<file path="src/rtl/ic_pfe_if.sv">
// rtl/ic_pfe_if.sv - payload types and core/TLB handshake interface for ic_pfe
package ic_pfe_pkg;
  localparam int LADDR_W = 39;

  typedef struct packed {
    logic [LADDR_W-1:0] laddr;
    logic [3:0]         asid;
  } I_coretoictlb_pc_type;

  typedef struct packed {
    logic [LADDR_W-1:0] laddr;
    logic               l2;
    logic [3:0]         asid;
  } I_pfetol1tlb_req_type;
endpackage

interface ic_pfe_if;
  import ic_pfe_pkg::*;

  logic                 coretoictlb_pc_valid;
  logic                 coretoictlb_pc_retry;
  I_coretoictlb_pc_type coretoictlb_pc;
  logic                 pfetol1tlb_req_valid;
  logic                 pfetol1tlb_req_retry;
  I_pfetol1tlb_req_type pfetol1tlb_req;

  modport master (
    input  coretoictlb_pc_valid, coretoictlb_pc_retry, coretoictlb_pc, pfetol1tlb_req_retry,
    output pfetol1tlb_req_valid, pfetol1tlb_req
  );

  modport slave (
    output coretoictlb_pc_valid, coretoictlb_pc_retry, coretoictlb_pc, pfetol1tlb_req_retry,
    input  pfetol1tlb_req_valid, pfetol1tlb_req
  );
endinterface

</file>
<file path="src/rtl/ic_pfe.sv">
// rtl/ic_pfe.sv - next-line instruction prefetch engine; IC_PFE_L2_EN enables L2-distance prefetches
module ic_pfe
  import ic_pfe_pkg::*;
#(
  parameter int DEPTH   = 4,
  parameter int L1_DIST = 2,
  parameter int THRESH  = 2
) (
  input  logic      clk,
  input  logic      reset,
  input  logic      pfe_flush,
  ic_pfe_if.master  bus
);
  localparam int LW = LADDR_W - 6;
`ifdef IC_PFE_L2_EN
  localparam int DEPTH_EFF = DEPTH;
`else
  localparam int DEPTH_EFF = (DEPTH < L1_DIST) ? DEPTH : L1_DIST;
`endif

  typedef enum logic {IDLE, ISSUE} state_t;
  state_t state, state_nx;

  logic [LW-1:0] last_line, last_line_nx;
  logic          last_vld, last_vld_nx;
  logic [1:0]    conf, conf_nx;
  logic [LW-1:0] next_pf, next_pf_nx;
  logic [LW-1:0] end_pf, end_pf_nx;
  logic          out_valid, out_valid_nx;
  I_pfetol1tlb_req_type out_req, out_req_nx;

  logic [LW-1:0] line, line_p1, pf_inc, pf_base, new_next, end_new;
  logic [1:0]    conf_up;
  logic          acc, same, seq, trig, abort, load;
  logic          unused_pc;

  assign unused_pc = ^{bus.coretoictlb_pc.asid, bus.coretoictlb_pc.laddr[5:0]};

  assign line    = bus.coretoictlb_pc.laddr[LADDR_W-1:6];
  assign line_p1 = line + LW'(1);
  assign acc     = bus.coretoictlb_pc_valid & ~bus.coretoictlb_pc_retry & ~pfe_flush;
  assign same    = last_vld && (line == last_line);
  assign seq     = last_vld && (line == last_line + LW'(1));
  assign conf_up = (conf == 2'd3) ? 2'd3 : conf + 2'd1;
  assign trig    = acc && seq && (conf_up >= 2'(THRESH));
  assign abort   = pfe_flush || (acc && last_vld && !same && !seq);
  assign load    = (state == ISSUE) && !abort && (!out_valid || !bus.pfetol1tlb_req_retry);
  assign pf_inc  = next_pf + LW'(1);
  // A retrigger mid-stream never rewinds: lines already issued stay issued.
  assign pf_base  = load ? pf_inc : next_pf;
  assign new_next = ((state == ISSUE) && (pf_base > line_p1)) ? pf_base : line_p1;
  assign end_new  = line + LW'(DEPTH_EFF);

  always_comb begin
    state_nx     = state;
    last_line_nx = last_line;
    last_vld_nx  = last_vld;
    conf_nx      = conf;
    next_pf_nx   = next_pf;
    end_pf_nx    = end_pf;
    out_valid_nx = out_valid;
    out_req_nx   = out_req;

    if (out_valid && !bus.pfetol1tlb_req_retry)
      out_valid_nx = 1'b0;

    if (load) begin
      out_valid_nx     = 1'b1;
      out_req_nx       = '0;
      out_req_nx.laddr = {next_pf, 6'b0};
`ifdef IC_PFE_L2_EN
      out_req_nx.l2    = (next_pf - last_line) > LW'(L1_DIST);
`endif
      next_pf_nx = pf_inc;
      // Low six line bits wrapping to zero means the next line is in another 4 KB page.
      if ((pf_inc > end_pf) || (pf_inc[5:0] == 6'd0))
        state_nx = IDLE;
    end

    if (pfe_flush) begin
      last_vld_nx = 1'b0;
      conf_nx     = 2'd0;
      state_nx    = IDLE;
    end else if (acc) begin
      if (!last_vld) begin
        last_line_nx = line;
        last_vld_nx  = 1'b1;
        conf_nx      = 2'd0;
      end else if (seq) begin
        conf_nx      = conf_up;
        last_line_nx = line;
        if (trig) begin
          next_pf_nx = new_next;
          end_pf_nx  = end_new;
          state_nx   = ((new_next[LW-1:6] == line[LW-1:6]) && (new_next <= end_new)) ? ISSUE : IDLE;
        end
      end else if (!same) begin
        conf_nx      = 2'd0;
        last_line_nx = line;
        state_nx     = IDLE;
      end
    end
  end

  always_ff @(posedge clk or negedge reset) begin
    if (!reset) begin
      state     <= IDLE;
      last_line <= '0;
      last_vld  <= 1'b0;
      conf      <= 2'd0;
      next_pf   <= '0;
      end_pf    <= '0;
      out_valid <= 1'b0;
      out_req   <= '0;
    end else begin
      state     <= state_nx;
      last_line <= last_line_nx;
      last_vld  <= last_vld_nx;
      conf      <= conf_nx;
      next_pf   <= next_pf_nx;
      end_pf    <= end_pf_nx;
      out_valid <= out_valid_nx;
      out_req   <= out_req_nx;
    end
  end

  assign bus.pfetol1tlb_req_valid = out_valid;
  assign bus.pfetol1tlb_req       = out_req;
endmodule
</file>
<file path="src/flat_wrapper.sv">
// flat-port wrapper written by rule: the top's interface ports become plain ports
module ic_pfe_flat import ic_pfe_pkg::*;
#(
  parameter int DEPTH   = 4,
  parameter int L1_DIST = 2,
  parameter int THRESH  = 2
)
  (clk, reset, pfe_flush, bus_coretoictlb_pc_valid, bus_coretoictlb_pc_retry, bus_coretoictlb_pc, bus_pfetol1tlb_req_retry, bus_pfetol1tlb_req_valid, bus_pfetol1tlb_req);
  ic_pfe_if bus_i ();
  input  logic clk;
  input  logic reset;
  input  logic pfe_flush;
  input wire logic [$bits(bus_i.coretoictlb_pc_valid)-1:0] bus_coretoictlb_pc_valid;
  input wire logic [$bits(bus_i.coretoictlb_pc_retry)-1:0] bus_coretoictlb_pc_retry;
  input wire logic [$bits(bus_i.coretoictlb_pc)-1:0] bus_coretoictlb_pc;
  input wire logic [$bits(bus_i.pfetol1tlb_req_retry)-1:0] bus_pfetol1tlb_req_retry;
  output wire logic [$bits(bus_i.pfetol1tlb_req_valid)-1:0] bus_pfetol1tlb_req_valid;
  output wire logic [$bits(bus_i.pfetol1tlb_req)-1:0] bus_pfetol1tlb_req;
  assign bus_i.coretoictlb_pc_valid = bus_coretoictlb_pc_valid;
  assign bus_i.coretoictlb_pc_retry = bus_coretoictlb_pc_retry;
  assign bus_i.coretoictlb_pc = bus_coretoictlb_pc;
  assign bus_i.pfetol1tlb_req_retry = bus_pfetol1tlb_req_retry;
  assign bus_pfetol1tlb_req_valid = bus_i.pfetol1tlb_req_valid;
  assign bus_pfetol1tlb_req = bus_i.pfetol1tlb_req;
  ic_pfe #(.DEPTH(DEPTH), .L1_DIST(L1_DIST), .THRESH(THRESH)) u_core (.clk(clk), .reset(reset), .pfe_flush(pfe_flush), .bus(bus_i));
endmodule
</file>
<file path="config.mk">
export PLATFORM = sky130hd
export DESIGN_NAME = ic_pfe_flat
export DESIGN_NICKNAME = d
export VERILOG_FILES = /design/src/rtl/ic_pfe_if.sv /design/src/rtl/ic_pfe.sv /design/src/flat_wrapper.sv
export SDC_FILE = /design/constraint.sdc
export NUM_CORES = 1
export LEC_CHECK = 0
export ABC_AREA = 1
export BUFFER_PORTS_ARGS = -buffer_cell sky130_fd_sc_hd__clkbuf_2
export CORE_UTILIZATION = 50
export CTS_CLUSTER_SIZE = 20
export DETAILED_ROUTE_END_ITERATION = 7
export GPL_TIMING_DRIVEN = 0
export MAX_ROUTING_LAYER = met4
export PLACE_DENSITY = 0.68
export SETUP_SLACK_MARGIN = 0.02
export SLEW_MARGIN = 20
export SYNTH_ARGS = -nofsm -noshare
export SYNTH_HDL_FRONTEND = slang
export SYNTH_SLANG_ARGS = --single-unit
</file>
<file path="constraint.sdc">
create_clock -name clk -period 11.2 [get_ports clk]
set_input_delay 0.56 -clock clk [delete_from_list [all_inputs] [get_ports clk]]
set_output_delay 0.56 -clock clk [all_outputs]
set_load 0.1 [all_outputs]
</file>
# Word-level counts from Yosys, hierarchy flattened
# Index checks and enable logic that the tools add are counted.
# totals
reg_bits	137
elab_cells	82
output_inout_bits	45
input_bits	49
# classes
reduce_logical	26
muxes	29
n_lt_le_gt_ge	4
bitwise_logic	4
n_eq_ne	6
add_sub_neg	5
# op_table
operator	count
$mux 33	10
$add 33x1->33 const B	3
$eq 33x33->1	2
$gt 33x33->1	2
$add 33x2->33 const B	1
$le 33x33->1	1
$eq 27x27->1	1
$mux 1	13
$logic_and 1x1->1	12
$mux 2	6
$logic_not 6->1	1
$logic_not 1->1	5
$reduce_and 5->1	1
$ne 4x4->1 const B	1
$reduce_bool 2->1	2
$logic_or 1x1->1	3
$ne 3x3->1 const B	1
$reduce_and 3->1	1
$add 2x1->2 const B	1
$and 1x1->1	2
$eq 2x2->1 const B	1
$ge 2x2->1 const B	1
$not 1->1	2
$reduce_and 2->1	1

# Logic depth before layout (Yosys ltp)
# depth
word_depth	22
ltp_mapped	55

# Worst setup path after synthesis
# Ideal clock, no wire load.
# synth_timing
kind	input-to-reg
from	input port bus_coretoictlb_pc[18]
to	register u_core.state
t_arrival_ps	5985
cell_stages	53
setup_ps	77
n_path_buf	3
path_slack_ps	5138
path_cell_list	clkbuf_1 > inv_1 > nand2_1 > nand2_1 > inv_1 > nand2_1 > nand2_1 > nand2_1 > nor2_1 > nand2_1 > nor2_1 > nand3_1 > o21ai_2 > nand3_2 > clkbuf_1 > o21ai_0 > inv_1 > ha_1 > (+17 left out) > o21bai_1 > a21oi_1 > nor2_1 > nor2_1 > o21ai_0 > nand3b_1 > o2111ai_1 > nand2_1 > o2111ai_1 > a21oi_1 > nand3_1 > nor2_1 > nand2_1 > nor2_1 > nand2_1 > nand2_1 > nand2_1 > a21oi_1
# synth_via
elab_chain_len	21
elab_cells_between_ends	31
classes_between	2 x add/sub; 2 x order compare; 3 x eq/ne; 10 x mux; 14 x reduce/logical
# synth_rtl
item	line	rtl
start, declared	flat_wrapper.sv:15	input wire logic [$bits(bus_i.coretoictlb_pc)-1:0] bus_coretoictlb_pc;
parallel branches: the longest is 19 deep, another holds $add 33x1->33	n/a	
$mux 1 *	ic_pfe.sv:84	end else if (acc) begin
$mux 1 *	ic_pfe.sv:80	if (pfe_flush) begin
net u_core.state_nx	ic_pfe.sv:22	state_t state, state_nx;
end signal, assigned	ic_pfe.sv:116	state <= state_nx;
end, declared	ic_pfe.sv:22	
# Mark *: on every way through the listed nets, which the timed path passes.
# A chain may end at the register's enable or synchronous reset.

# Worst setup path in the final report
# layout_timing
from	register u_core.last_line[1]
to	register u_core.state
# layout_via
elab_chain_len	21
elab_cells_between_ends	30
classes_between	1 x add/sub; 2 x order compare; 3 x eq/ne; 10 x mux; 14 x reduce/logical
# layout_rtl
item	line	rtl
start, declared	ic_pfe.sv:24	logic [LW-1:0] last_line, last_line_nx;
start signal, assigned	ic_pfe.sv:117	last_line <= last_line_nx;
$add 33x1->33 or $eq 33x33->1 (tied branches)	ic_pfe.sv:43, ic_pfe.sv:42	
$eq 33x33->1 or $logic_and 1x1->1 (tied branches)	ic_pfe.sv:43, ic_pfe.sv:42	
$logic_and 1x1->1 or $logic_not 1->1 (tied branches)	ic_pfe.sv:43, ic_pfe.sv:46	
$logic_not 1->1 or $logic_and 1x1->1 (tied branches)	ic_pfe.sv:46	assign abort = pfe_flush || (acc && last_vld && !same && !seq);
$logic_and 1x1->1	ic_pfe.sv:46	
$logic_or 1x1->1	ic_pfe.sv:46	
$logic_not 1->1	ic_pfe.sv:47	assign load = (state == ISSUE) && !abort && (!out_valid || !bus.pfetol1tlb_req_retry);
$logic_and 1x1->1 (2 in series)	ic_pfe.sv:47	
(+5 left out)	n/a	
$logic_and 1x1->1	ic_pfe.sv:95	state_nx = ((new_next[LW-1:6] == line[LW-1:6]) && (new_next <= end_new)) ? ISSUE : IDLE;
$mux 1	ic_pfe.sv:95	
$mux 1	ic_pfe.sv:92	if (trig) begin
$mux 1	ic_pfe.sv:89	end else if (seq) begin
$mux 1	ic_pfe.sv:85	if (!last_vld) begin
$mux 1 *	ic_pfe.sv:84	
$mux 1 *	ic_pfe.sv:80	
net u_core.state_nx	ic_pfe.sv:22	
# Mark *: on every way through the listed nets, which the timed path passes. The rest lies on a longest branch.

==> metrics.txt <==
Leakage 7.16 nW; Layout Skew 17.0 ps; reg2reg setup slack 2480 ps; Die W 162 µm; Post-CTS Hold Fix Bufs 0; initial antenna violation count 0; Root Buffer clkbuf_16; first-iteration detailed-routing DRC count 1308; Sw Share 39.6%; max-slew violation count 0; reg2reg end u_core.state$_DFF_PN0_; switching power total 639 µW; max_cap viols 0; post_cts resized 0; R2R depth 53; outcome finished clean; Post-synth EDFFs 0; post-CTS setup buffer count 0; number of global-route vias before repair 12752; Placed Area 13500 µm²; Main synth FF type dfrtp_1; delay-heaviest family, CP simple AND/OR/NAND/NOR gates; worst hold path class primary input to asynchronous set/reset pin; Total Power 1.62 mW; P&R area growth vs syn 10.6%; period utilisation layout 77.8%; Tightest Pin Transition 974 ps; # nets final 2231; crit path DAT 9080 ps; internal power 976 µW; diode count 0; vias 13506; post-route design area 14100 µm²; Mapped Area 12700 µm²; most common cell in the synthesized netlist nand2_1; largest area contributor in the netlist dfrtp_1; most frequent CP cell nand2_1; Clk pwr share 36.5%; gr usage total 38.6%; clock tree sinks 137; PwrDens 115 nW/µm²; first-pass GRT wire length 72500 µm; slowest CP cell o21ai_0; TNS Setup 0 ps; per-cell routed wire length 19.8 µm; largest net degree at the start of global routing 82; H-tree Lvls 4; count of cell types in the netlist 47; CP startpoint kind flop; io pins 94; gpl congestion 1.01; Crit path largest cell delay 550 ps; final HPWL from detailed placement 40200 µm; DRT Pass-1 Iters 8; # DRC 0; setup violators final 0; CP required 11560 ps; layout cell share with drive strength beyond 1 6.78%; WS Path Type flop to flop; sequential-to-total area share from yosys stat 26.9%; Synth Warn # 0; final hold violations 0; Vias/cell 5.57; Worst-path clk slew 70 ps; Synth top area share 26.9%; fmax 115 MHz; num rows 58; list of most frequent post-synthesis cells 610 x nand2_1, 266 x inv_1, 180 x o21ai_0; combinational power share 28.5%; die height 162 µm; core area 25100 µm²; Gate Count Post-Synth 1994; PortBufs 56; Reg power frac 35.0%; Detailed Route WL 48000 µm; average size of a mapped cell 6.39 µm²; Starting Density 50.7%; FF-to-FF Start u_core.last_line[1]$_DFFE_PN0P_; clock tree from TritonCTS done; Worst VDD drop 83.9 µV; CP bufs+invs 7; gr ovfl total 0; main area contributors after synthesis dfrtp_1 27%, nand2_1 18%, ha_1 10%, inv_1 7.8%, o21ai_0 7.1%; synthesized flop and latch total 137; TritonCTS Buffers 17; Worst setup EP type flop; slew margin rel. 34.5%; Fillers 2552; RSZ-0062 raised after global routing no; Crit Path Max Fanout 10; die footprint 26100 µm²; Worst-Skew Late Latency 440 ps; clk buf depth 2; fin crit period 8720 ps; Antenna Violating Nets Remaining 0; Synth async-reset ratio 100%
layer usage:
layer | wire length, µm | vias to the layer above | track usage (%)
li1 | - | 6569 | -
met1 | 19400 | 6214 | 45.7
met2 | 22700 | 586 | 64.1
met3 | 2990 | 137 | 3.78
met4 | 2980 | 0 | 22.0
met5 | 0 | - | -
cell families after synthesis:
group                    share of synthesized area [%]
AND/OR/NAND/NOR                                   33.7
buffers and inverters                             10.9
AO/OA/AOI/OAI                                     12.0
flip-flops                                        26.9
adder cells (fa/ha/maj)                           10.0
XOR/XNOR                                          6.53
other                                           0.0294
layout make-up:
class	count	area (µm²)	area share [%]
plain buffers	72	348	2.47
clock buffers	18	439	3.12
clock inverters	14	149	1.06
inverters	276	1040	7.35
multi-input cells	1519	7960	56.5
flip-flops and latches	137	3430	24.3
well taps	330	413	2.93
repair buffers	57	317	2.25
cell usage in the layout, fill, tap and decap left out, drive strengths merged, types with 3 or more instances in the layout:
cell type	synthesis	routed
a31oi	7	7
nand3b	5	5
nor2	184	184
inv	273	281
nand2	616	616
ha	102	102
a21oi	71	71
o21bai	4	4
xor2	86	86
nor4	18	18
or2	3	3
nand4	32	32
xnor2	9	9
o2111ai	3	3
o21ai	189	189
clkinv	3	6
clkbuf	46	120
nand3	129	129
nor3	27	27
buf	26	27
conb	1	11
a211oi	3	3
dfrtp	137	137
a221oi	3	3
how the worst max path moves through the flow:
stage                                                from                     end  slack, ps  cells past startpoint
after detailed placement           bus_coretoictlb_pc[11]  u_core.state$_DFF_PN0_       2530                     50
after global placement             bus_coretoictlb_pc[11]  u_core.state$_DFF_PN0_       2620                     50
after floorplan                    bus_coretoictlb_pc[18]  u_core.state$_DFF_PN0_       5140                     53
final                     u_core.last_line[1]$_DFFE_PN0P_  u_core.state$_DFF_PN0_       2480                     53
after CTS                 u_core.last_line[1]$_DFFE_PN0P_  u_core.state$_DFF_PN0_       2720                     53
after global routing      u_core.last_line[1]$_DFFE_PN0P_  u_core.state$_DFF_PN0_       2050                     53
metrics by stage:
step | setup WS [ps] | hold slack, ps | cells | util [%]
6_report | 2480 | 101 | 2423 | 56.1
5_1_grt | 2050 | 134 | 2423 | 56.1
4_1_cts | 2720 | 115 | 2423 | 56.1
3_5_place_dp | 2530 | 467 | 2391 | 53.8
3_3_place_gp | 2620 | 463 | 2390 | 53.6
2_1_floorplan | 5140 | 264 | 2004 | -
power by group through the flow:
stage | sequential, mW | clock (mW) | combinational (mW)
global placement | 0.573 | 0 | 0.442
finish | 0.565 | 0.589 | 0.461
CTS | 0.564 | 0.592 | 0.453
global route | 0.570 | 0.609 | 0.508
floorplan | 0.612 | 0 | 0.275
detailed placement | 0.574 | 0 | 0.449
registers in the layout, summed over array words and instances (netlist names):
| register | cells |
|---|---|
| u_core.last_vld | 1 |
| u_core.bus.pfetol1tlb_req | 33 |
| u_core.last_line | 33 |
| u_core.conf | 2 |
| u_core.bus.pfetol1tlb_req_valid | 1 |
| u_core.end_pf | 33 |
| u_core.next_pf | 33 |
| u_core.state | 1 |
Note: power is estimated with default switching activity, not from simulation.
